$ cat config.mk
export PLATFORM = sky130hd
export DESIGN_NAME = uart_ip_mm_host_initiator
export DESIGN_NICKNAME = d
export VERILOG_FILES = /design/src/rtl/uart_ip_mm_host_initiator.sv
export SDC_FILE = /design/constraint.sdc
export NUM_CORES = 1
export LEC_CHECK = 0
export CORE_ASPECT_RATIO = 2
export CORE_MARGIN = 10
export CORE_UTILIZATION = 30
export DETAILED_ROUTE_END_ITERATION = 8
export PLACE_DENSITY = 0.57
export SYNTH_ARGS = -nofsm -noshare
export SYNTH_HDL_FRONTEND = slang
export SYNTH_SLANG_ARGS = --single-unit
$ cat constraint.sdc
create_clock -name clk -period 5 [get_ports clk]
set_input_delay 0.75 -clock clk [delete_from_list [all_inputs] [get_ports clk]]
set_output_delay 0.75 -clock clk [all_outputs]
set_load 0.05 [all_outputs]
$ cat src/rtl/uart_ip_mm_host_initiator.sv
// UART memory-mapped host initiator: sends cmd/addr bytes, then trades one
// host byte for every slave byte and returns the collected response word.
module uart_ip_mm_host_initiator #(
    parameter int NUM_BYTES_DATA    = 4,
    parameter int NUM_BYTES_ADDRESS = 1,
    parameter int TIMEOUT_CYCLES    = 1000000
) (
    input  logic                          clk,
    input  logic                          arst_n,
    input  logic                          req_valid,
    output logic                          req_ready,
    input  logic [7:0]                    req_cmd,
    input  logic [NUM_BYTES_ADDRESS*8-1:0] req_addr,
    input  logic [NUM_BYTES_DATA*8-1:0]    req_wdata,
    output logic                          rsp_valid,
    input  logic                          rsp_ready,
    output logic [NUM_BYTES_DATA*8-1:0]    rsp_rdata,
    output logic                          rsp_err,
    output logic                          tx_valid,
    input  logic                          tx_ready,
    output logic [7:0]                    tx_data,
    input  logic                          rx_valid,
    input  logic [7:0]                    rx_data,
    output logic                          busy
);

    localparam int DW = NUM_BYTES_DATA * 8;
    localparam int AW = NUM_BYTES_ADDRESS * 8;
    localparam int TW = (TIMEOUT_CYCLES > 1) ? $clog2(TIMEOUT_CYCLES) : 1;

    typedef enum logic [2:0] {
        IDLE,
        SEND_CMD,
        SEND_ADDR,
        WAIT_RX,
        SEND_DATA,
        RESP
    } state_t;

    state_t        state;
    logic [2:0]    cnt;
    logic [TW-1:0] tmo;
    logic          wr_q;
    logic [AW-1:0] addr_q;
    logic [DW-1:0] wdata_q;
    logic          tx_xfer;
    logic          tmo_hit;

    assign req_ready = (state == IDLE);
    assign busy      = (state != IDLE);
    assign tx_xfer   = tx_valid & tx_ready;
    assign tmo_hit   = (TIMEOUT_CYCLES != 0) &&
                       (tmo == TW'(TIMEOUT_CYCLES - 1));

    always_ff @(posedge clk or negedge arst_n) begin
        if (!arst_n) begin
            state     <= IDLE;
            cnt       <= '0;
            tmo       <= '0;
            wr_q      <= 1'b0;
            addr_q    <= '0;
            wdata_q   <= '0;
            rsp_valid <= 1'b0;
            rsp_err   <= 1'b0;
            rsp_rdata <= '0;
            tx_valid  <= 1'b0;
            tx_data   <= '0;
        end else begin
            unique case (state)
                IDLE: begin
                    if (req_valid) begin
                        wr_q      <= (req_cmd == 8'h01) || (req_cmd == 8'h02);
                        addr_q    <= req_addr;
                        wdata_q   <= req_wdata;
                        rsp_rdata <= '0;
                        rsp_err   <= 1'b0;
                        tx_data   <= req_cmd;
                        tx_valid  <= 1'b1;
                        state     <= SEND_CMD;
                    end
                end
                SEND_CMD: begin
                    if (tx_xfer) begin
                        tx_data <= addr_q[7:0];
                        addr_q  <= addr_q >> 8;
                        cnt     <= '0;
                        state   <= SEND_ADDR;
                    end
                end
                SEND_ADDR: begin
                    if (tx_xfer) begin
                        if (cnt == 3'(NUM_BYTES_ADDRESS - 1)) begin
                            tx_valid <= 1'b0;
                            cnt      <= '0;
                            tmo      <= '0;
                            state    <= WAIT_RX;
                        end else begin
                            tx_data <= addr_q[7:0];
                            addr_q  <= addr_q >> 8;
                            cnt     <= cnt + 3'd1;
                        end
                    end
                end
                WAIT_RX: begin
                    // A byte arriving on the expiry cycle still counts.
                    if (rx_valid) begin
                        for (int i = 0; i < NUM_BYTES_DATA; i++) begin
                            if (cnt == 3'(i)) rsp_rdata[i*8 +: 8] <= rx_data;
                        end
                        tx_data  <= wr_q ? wdata_q[7:0] : 8'h00;
                        tx_valid <= 1'b1;
                        state    <= SEND_DATA;
                    end else if (tmo_hit) begin
                        rsp_err   <= 1'b1;
                        rsp_valid <= 1'b1;
                        state     <= RESP;
                    end else begin
                        tmo <= tmo + TW'(1);
                    end
                end
                SEND_DATA: begin
                    if (tx_xfer) begin
                        tx_valid <= 1'b0;
                        wdata_q  <= wdata_q >> 8;
                        if (cnt == 3'(NUM_BYTES_DATA - 1)) begin
                            rsp_valid <= 1'b1;
                            state     <= RESP;
                        end else begin
                            cnt   <= cnt + 3'd1;
                            tmo   <= '0;
                            state <= WAIT_RX;
                        end
                    end
                end
                RESP: begin
                    if (rsp_ready) begin
                        rsp_valid <= 1'b0;
                        state     <= IDLE;
                    end
                end
                default: state <= IDLE;
            endcase
        end
    end

endmodule

==> impl_metrics.json <==
{
  "leakagePower_nw": 3.08,
  "synth_commonest_cells": "110 x dfrtp_1, 62 x nand2_1, 37 x o21ai_0",
  "r2r-start": "state[0]",
  "routed_wl_mm": 15.7,
  "yosysUniqueCellTypes": 62,
  "post_cts_resized": 0,
  "cts_hold_buf": 0,
  "critPathArrivalTime_ps": 2470,
  "final_util": 0.390,
  "dieArea_um2": 24600,
  "synth_top_family_by_area": "compound AO/OA/AOI/OAI gates",
  "portBuffers": 106,
  "synth_top_area_cell": "dfrtp_1",
  "dr.pass1.iters": 7,
  "clock_latency_ps": 350,
  "design.core.area_um2": 18200,
  "htreeDepth": 3,
  "timing.rr.end": "wdata_q[18]",
  "finalCritPeriodShare": 0.644,
  "nets": 671,
  "rsz0062_at_grt": "no",
  "synthAdderAreaFrac": 0.0136,
  "syn_nets": 580,
  "reg2reg_depth": 4,
  "synth_area_um2": 5540,
  "num_rows": 70,
  "vias": 4310,
  "synth.area.top_cells": "dfrtp_1 50%, mux2_2 6.3%, mux2i_1 5.8%",
  "post_cts_buffers": 0,
  "cts_tree": "yes",
  "synth_top_area_frac": 0.497,
  "path_clk_slew_ps": 80,
  "fp.dieH_um": 212,
  "cts_buffers": 9,
  "area_growth_pct": 28.3,
  "cts_buffer_depth": 2,
  "end_kind": "output port",
  "drive_gt1_frac": 0.123,
  "crit_path_start": "state[2]",
  "pin_count": 107,
  "fin_skew_ps": 12.0,
  "fin_total_pwr_mw": 4.04,
  "hold_slack_ps": 486,
  "synth_edf_count": 0,
  "status": "complete, no violations",
  "grt_pass1_vias": 4550,
  "cts_root_buf": "clkbuf_16",
  "synth-main-ff-cell": "dfrtp_1",
  "ant_nets": 0,
  "hpwlAfterDp_mm": 11.7,
  "drt-initial-drc-count": 211,
  "hold_viol_final": 0,
  "max-cap-violations": 0,
  "crit_type": "flop to output port",
  "fillerInstances": 1819,
  "fmax_ghz": 0.311,
  "placed_cell_area_um2": 6770,
  "timing.final.crit_period_ps": 3220,
  "die_w_um": 116,
  "ys_seq_elements": 110,
  "ir_drop_mv": 0.224,
  "synth_seq_area_share": 0.497,
  "report.final.slew_viol_count": 0,
  "endpoint": "req_ready",
  "diodes": 0,
  "crit_path_start_kind": "flop",
  "ys_async_sr_fraction": 1.00,
  "place_congestion": 0.841,
  "final-setup-viol-count": 0,
  "track_usage": 0.128,
  "hp-class": "flop to flop",
  "synth_mux_area_frac": 0.139,
  "synth-compound-area-share": 0.158,
  "syn_inst": 512,
  "yosys_warnings": 0,
  "maxSlewHeadroom": 0.215,
  "grt_max_degree": 75,
  "yosysMostFrequentCell": "dfrtp_1",
  "viasPerCell": 5.23,
  "routedWlPerCell_um": 19.0,
  "critPathMaxFanout": 28,
  "tightest_slew_ps": 1180,
  "critPathRequiredTime_ps": 4250,
  "syn_avg_cell_area_um2": 10.8,
  "clock-sinks": 110,
  "overflow": 0,
  "start_util": 0.304,
  "setup_tns_ps": 0,
  "yosys.area_share.simple": 0.157,
  "pwr_density_cell_nw_per_um2": 569,
  "design_area_um2": 7100,
  "synth-xor-area-share": 0.00158,
  "r2r_setup_slack_ps": 1980,
  "antenna_found_initial": 0,
  "drc": 0,
  "grt_pass1_wl_mm": 24.6
}
[through the flow]
step | cells | setup slack (ps)
floorplan | 512 | 2730
global placement | 808 | 1960
detailed placement | 808 | 1820
CTS | 824 | 1800
global route | 824 | 1640
finish | 824 | 1780
[final cells by class]
cell class	instances	area [µm²]	area share
flip-flops and latches	110	2750	0.387
multi-input cells	359	2610	0.368
repair buffers	108	1070	0.151
well taps	216	270	0.0380
clock buffers	9	225	0.0317
clock inverters	7	113	0.0159
inverters	15	56.3	0.00793
[layer usage]
layer | up-vias | GRT usage | part of all wire
met5 | - | 0 | 0
met4 | 0 | 0.0629 | 0.030
met3 | 20 | 0.0257 | 0.042
met2 | 101 | 0.229 | 0.55
met1 | 2150 | 0.137 | 0.38
li1 | 2039 | - | -
[placed cells by master, fill, tap and decap left out, drive strengths merged, types with 4 or more instances in the layout]
cell type,synthesis,layout
a211o,4,4
a21oi,23,23
a222oi,8,8
a22o,11,11
a31oi,13,13
a41oi,6,6
and2,13,13
and3,6,6
clkbuf,8,9
clkdlybuf4s50,0,105
dfrtp,110,110
ha,6,6
inv,15,15
mux2,40,40
mux2i,32,32
nand2,64,64
nand2b,7,7
nand3,11,11
nand4,6,6
nor2,13,13
nor2b,10,10
nor3,6,6
nor4,4,4
o21ai,42,42
o31ai,4,4
[cell families (layout without fill, tap and decap cells)]
group / after synthesis / after routing
AOI/OAI and AO/OA: 125 / 125
xor gates and xnor gates: 1 / 1
adders and majority gates: 6 / 6
buffers and inverters: 43 / 139
DFF: 110 / 110
muxes: 72 / 72
and+or+nand+nor: 155 / 155
[state kept, by name, indices dropped and copies added (netlist names)]
name	count
rsp_rdata	32
wdata_q	32
tmo	20
addr_q	8
tx_data	8
cnt	3
state	3
rsp_err	1
rsp_valid	1
tx_valid	1
wr_q	1
[worst min path at each step]
stage	from	slack, ps	end	cells past startpoint
floorplan	tmo[19]	440	tmo[19]	1
global placement	wdata_q[9]	460	wdata_q[9]	2
detailed placement	wdata_q[22]	470	wdata_q[22]	2
CTS	wdata_q[13]	490	wdata_q[13]	2
global route	wdata_q[13]	510	wdata_q[13]	2
finish	wdata_q[12]	490	wdata_q[12]	2
[where the power goes]
part	leakage, nW	switching, mW	internal [mW]	total [mW]
registers	1.45	0.263	1.18	1.45
clock network	0.165	0.324	0.487	0.811
logic	1.47	1.11	0.673	1.78
total	3.08	1.70	2.34	4.04
[worst max-delay path, stage by stage, from the launching register on]
cell and delay (ps):
dfrtp_1 740, or3_1 510, inv_2 70, clkdlybuf4s50_1 800
Note: power is estimated with default switching activity, not from simulation.
